File: src/rtl/axi4_w_fifo_drain.sv
// Drains the AXI4 write-data FIFO onto a W channel. WLAST is counted from queued AW lengths;
// any disagreement with the FIFO's own last bit is flagged.
module axi4_w_fifo_drain (
  input  logic        clk_i,
  input  logic        rst_i,
  input  logic        cmd_valid_i,
  input  logic [7:0]  cmd_len_i,
  output logic        cmd_ready_o,
  input  logic [36:0] fifo_data_i,
  input  logic        fifo_empty_i,
  output logic        fifo_pop_o,
  output logic        axi_wvalid_o,
  output logic [31:0] axi_wdata_o,
  output logic [3:0]  axi_wstrb_o,
  output logic        axi_wlast_o,
  input  logic        axi_wready_i,
  output logic        err_last_o,
  output logic        err_o,
  output logic        busy_o
);

  typedef enum logic [0:0] {StIdle, StBurst} state_e;

  state_e      state_q, state_d;
  logic [7:0]  q_mem_q [4];
  logic [1:0]  q_wr_ptr_q, q_rd_ptr_q;
  logic [2:0]  q_count_q;
  logic        q_push, q_pop, q_full, q_empty;
  logic [8:0]  issue_cnt_q, issue_cnt_d;
  logic        wvalid_q, wlast_q;
  logic [31:0] wdata_q;
  logic [3:0]  wstrb_q;
  logic        err_last_q, err_q;
  logic        pop, beat_done, cnt_last, last_mismatch;

  assign q_full      = (q_count_q == 3'd4);
  assign q_empty     = (q_count_q == 3'd0);
  assign cmd_ready_o = !q_full;
  assign q_push      = cmd_valid_i & !q_full;
  assign q_pop       = (state_q == StIdle) & !q_empty;

  assign cnt_last      = (issue_cnt_q == 9'd1);
  assign beat_done     = wvalid_q & axi_wready_i;
  assign pop           = (state_q == StBurst) & (issue_cnt_q != 9'd0) & !fifo_empty_i &
                         (!wvalid_q | axi_wready_i);
  assign last_mismatch = fifo_data_i[36] != cnt_last;

  // Command queue of AW lengths
  always_ff @(posedge clk_i or posedge rst_i) begin
    if (rst_i) begin
      for (int i = 0; i < 4; i++) q_mem_q[i] <= '0;
      q_wr_ptr_q <= '0;
      q_rd_ptr_q <= '0;
      q_count_q  <= '0;
    end else begin
      if (q_push) begin
        q_mem_q[q_wr_ptr_q] <= cmd_len_i;
        q_wr_ptr_q          <= q_wr_ptr_q + 2'd1;
      end
      if (q_pop) q_rd_ptr_q <= q_rd_ptr_q + 2'd1;
      unique case ({q_push, q_pop})
        2'b10:   q_count_q <= q_count_q + 3'd1;
        2'b01:   q_count_q <= q_count_q - 3'd1;
        default: q_count_q <= q_count_q;
      endcase
    end
  end

  always_comb begin
    state_d     = state_q;
    issue_cnt_d = issue_cnt_q;
    unique case (state_q)
      StIdle: begin
        if (!q_empty) begin
          state_d     = StBurst;
          issue_cnt_d = {1'b0, q_mem_q[q_rd_ptr_q]} + 9'd1;
        end
      end
      StBurst: begin
        if (pop) issue_cnt_d = issue_cnt_q - 9'd1;
        if (beat_done && wlast_q) state_d = StIdle;
      end
      default: state_d = StIdle;
    endcase
  end

  always_ff @(posedge clk_i or posedge rst_i) begin
    if (rst_i) begin
      state_q     <= StIdle;
      issue_cnt_q <= '0;
    end else begin
      state_q     <= state_d;
      issue_cnt_q <= issue_cnt_d;
    end
  end

  // Output stage: payload only changes on a pop, so it holds while stalled
  always_ff @(posedge clk_i or posedge rst_i) begin
    if (rst_i) begin
      wvalid_q   <= 1'b0;
      wdata_q    <= '0;
      wstrb_q    <= '0;
      wlast_q    <= 1'b0;
      err_last_q <= 1'b0;
      err_q      <= 1'b0;
    end else begin
      if (pop) begin
        wvalid_q <= 1'b1;
        wdata_q  <= fifo_data_i[31:0];
        wstrb_q  <= fifo_data_i[35:32];
        wlast_q  <= cnt_last;
      end else if (beat_done) begin
        wvalid_q <= 1'b0;
      end
      err_last_q <= pop & last_mismatch;
      err_q      <= err_q | (pop & last_mismatch);
    end
  end

  assign fifo_pop_o   = pop;
  assign axi_wvalid_o = wvalid_q;
  assign axi_wdata_o  = wdata_q;
  assign axi_wstrb_o  = wstrb_q;
  assign axi_wlast_o  = wlast_q;
  assign err_last_o   = err_last_q;
  assign err_o        = err_q;
  assign busy_o       = (state_q == StBurst) | wvalid_q;

endmodule

File: config.mk
export PLATFORM = sky130hd
export DESIGN_NAME = axi4_w_fifo_drain
export DESIGN_NICKNAME = d
export VERILOG_FILES = /design/src/rtl/axi4_w_fifo_drain.sv
export SDC_FILE = /design/constraint.sdc
export NUM_CORES = 1
export LEC_CHECK = 0
export CORE_UTILIZATION = 50
export DETAILED_ROUTE_END_ITERATION = 12
export MAX_ROUTING_LAYER = met4
export PLACE_DENSITY = 0.8
export SLEW_MARGIN = 15
export SYNTH_ARGS = -nofsm -noshare
export SYNTH_HDL_FRONTEND = slang
export SYNTH_SLANG_ARGS = --single-unit
export TNS_END_PERCENT = 5
File: constraint.sdc
create_clock -name clk_i -period 3.69 [get_ports clk_i]
set_clock_uncertainty 0.2 [all_clocks]
set_input_delay 0.5535 -clock clk_i [delete_from_list [all_inputs] [get_ports clk_i]]
set_output_delay 0.5535 -clock clk_i [all_outputs]
set_load 0.05 [all_outputs]
==> reports/metrics.cfg <==
[worst_setup_path]
cp-start-kind = flop
cp_top_family = simple AND/OR/NAND/NOR gates
crit_path_top_delay_cell = nor4_2
critPathMaxStageDelay_ns = 0.49
crit_required_ns = 2.94
crit_buf_inv = 3
crit_type = reg2out
crit_chain = nor4_2 -> nand4_1 -> nand2_2 -> buf_4 -> inv_2 -> buf_12
critPathCaptureType = primary output
setup.worst_path.start = issue_cnt_q[2]
crit_fanout = 23
r2r-start = q_rd_ptr_q[0]
arrival_ns = 2.15
rrSetupSlack_ns = 1.11

[sta]
worst_hold_slack_ns = 0.276
finalCritPeriodShare = 0.786
slew_viol_final = 0
fmax_mhz = 345
relSlewSlack = 0.372
final_hold_viol_count = 0
tns_ns = 0
finalSetupViolCount = 0
rsz0062_at_grt = no
worst_pin_slew_ns = 0.941
fin_crit_ns = 2.90

[synth]
async_flop_share = 1.00
yosysMostFrequentCell = nand2_1
synth_cells = 372
yosys-top-cells-area = dfrtp_1, nand2_1, mux2_2
ys.flop_type = dfrtp_1
avgSynthCellArea_um2 = 10.9
synth_top_cell_by_area = dfrtp_1
synth_seq_cells = 89
synth_nets = 432
syn_area_um2 = 4040
yosys_warnings = 0
synthTopCellsByCount = nand2_1, dfrtp_1, mux2_2, inv_1
ys_types = 43
synth_edf_count = 0
yosysTopAreaCellShare = 0.551
seq_area_frac_synth = 0.551

[route]
drt_iter0_drc = 113
ant_nets = 0
drtPass1Iterations = 4
vias = 3009
drc = 0
finalWirelength_um = 8720
vias_per_cell = 5.23
wl_per_cell_um = 15.2

[grt]
antenna_found_initial = 0
overflow = 0
grt_pass1_vias = 3103
grt_use_total = 0.233
grt_max_degree = 56
grt_pass1_wl_um = 14900

[placement]
dpl_cell_area_um2 = 5060
hpwlAfterDp_um = 6260
io_buffers = 92
gp_congestion = 0.874

[clock_tree]
cts.sinks = 89
cts_root_buffer = clkbuf_8
cts.clk_slew.worst_paths_ns = 0.08
clockBufferDepth = 2
cts_tree = built
cts_setup_buffers = 0
ctsHoldBuffers = 0
cts-resized-gates = 0
htree_levels = 3
numCtsBuffers = 9
clock_latency_ns = 0.35

[cells_and_area]
area_growth_pct = 30.4
post-route-cell-area_um2 = 5270
drive_above_1_share = 0.142
finish.utilization = 0.678
nets = 528
diodes = 0

[floorplan]
io_pins = 93
die_w_um = 91.9
num_rows = 32
fp.dieArea_um2 = 8450
initial_core_util = 0.520
die_h_um = 91.9
core-area_um2 = 7770

[pwr]
leakage_nw = 2.41
p_total_mw = 3.34
max-vdd-ir-drop_mv = 0.364
power_density_nw_per_um2 = 633

[run_status]
status = finished, final reports clean

[hold_path]
hold_start = err_o
hp-class = reg2reg

[run]
maxCapViolCount = 0

[registers in the layout (all words and copies together), names as in the netlist]
register,flops
err_last_o,1
issue_cnt_q,9
err_o,1
q_mem_q,32
q_rd_ptr_q,2
state_q,1
axi_wlast_o,1
q_wr_ptr_q,2
axi_wvalid_o,1
axi_wdata_o,32
q_count_q,3
axi_wstrb_o,4
[routing by layer]
| layer | part of all wire | wire (µm) | global-route usage | vias up |
|---|---|---|---|---|
| li1 | - | - | - | 1434 |
| met1 | 0.42 | 3640 | 0.290 | 1469 |
| met2 | 0.52 | 4510 | 0.379 | 85 |
| met3 | 0.038 | 330 | 0.0365 | 21 |
| met4 | 0.028 | 245 | 0.100 | 0 |
| met5 | 0 | 0 | - | - |
[through the flow]
step / instances / setup slack (ns)
after detailed placement: 559 / 0.900
final: 575 / 0.788
after global routing: 575 / 0.623
after global placement: 559 / 0.950
after CTS: 575 / 0.794
after floorplan: 372 / 0.630
[worst register-to-register path, cell delays in order, from the launching register on]
cell and delay (ns):
dfrtp_1 0.67, mux4_1 0.74, ha_1 0.29, nand2_1 0.09, nor2_2 0.05, xor2_1 0.15, a221o_1 0.29
[cells by family (layout without fill, tap and decap cells)]
| kind of cell | after synthesis | count (layout) | share of synthesized area |
|---|---|---|---|
| AO/OA/AOI/OAI | 27 | 27 | 0.0415 |
| AND/OR/NAND/NOR | 165 | 165 | 0.173 |
| multiplexers | 41 | 41 | 0.140 |
| adder cells (fa/ha/maj) | 10 | 10 | 0.0328 |
| buffers and inverters | 27 | 128 | 0.0337 |
| flip-flops | 89 | 89 | 0.551 |
| XOR/XNOR | 13 | 13 | 0.0282 |
[cell usage in the layout (no fill, tap or decap), types with 2 or more instances in the layout]
master             n
nand2_1          127
clkdlybuf4s50_1   91
dfrtp_1           89
mux2_2            32
inv_1             12
clkbuf_8          11
o21ai_0            9
ha_1               9
nor2_1             8
xnor2_1            7
xor2_1             6
a21oi_1            6
buf_4              6
nand3_1            5
nand2b_1           4
nand4_1            4
mux4_1             4
mux4_2             4
nor3_1             3
or2_2              3
a31oi_1            3
o211ai_1           2
or3_1              2
clkinv_2           2
[path summary, 6_finish.rpt]
kind / endpoint / depth (start not counted)
max: fifo_pop_o / 6
min: err_o / 1
max reg2reg: issue_cnt_q[6] / 6
min reg2reg: err_o / 1
max in group asynchronous: q_mem_q[18] / 3
min in group asynchronous: axi_wdata_o[24] / 2
[power breakdown]
| part | internal, mW | switching, mW | leakage, nW | total [mW] |
|---|---|---|---|---|
| logic | 0.546 | 0.636 | 1.24 | 1.18 |
| clock network | 0.351 | 0.339 | 0.103 | 0.690 |
| registers | 1.28 | 0.186 | 1.07 | 1.46 |
[final cells by class]
class,count,area [µm²]
Tap cell,102,128
Timing Repair Buffer,98,976
Inverter,14,53.8
Fill cell,590,2500
Multi-Input combinational cell,256,1680
Sequential cell,89,2230
Clock inverter,4,51.3
Clock buffer,12,155
(Power assumes the default switching activity.)
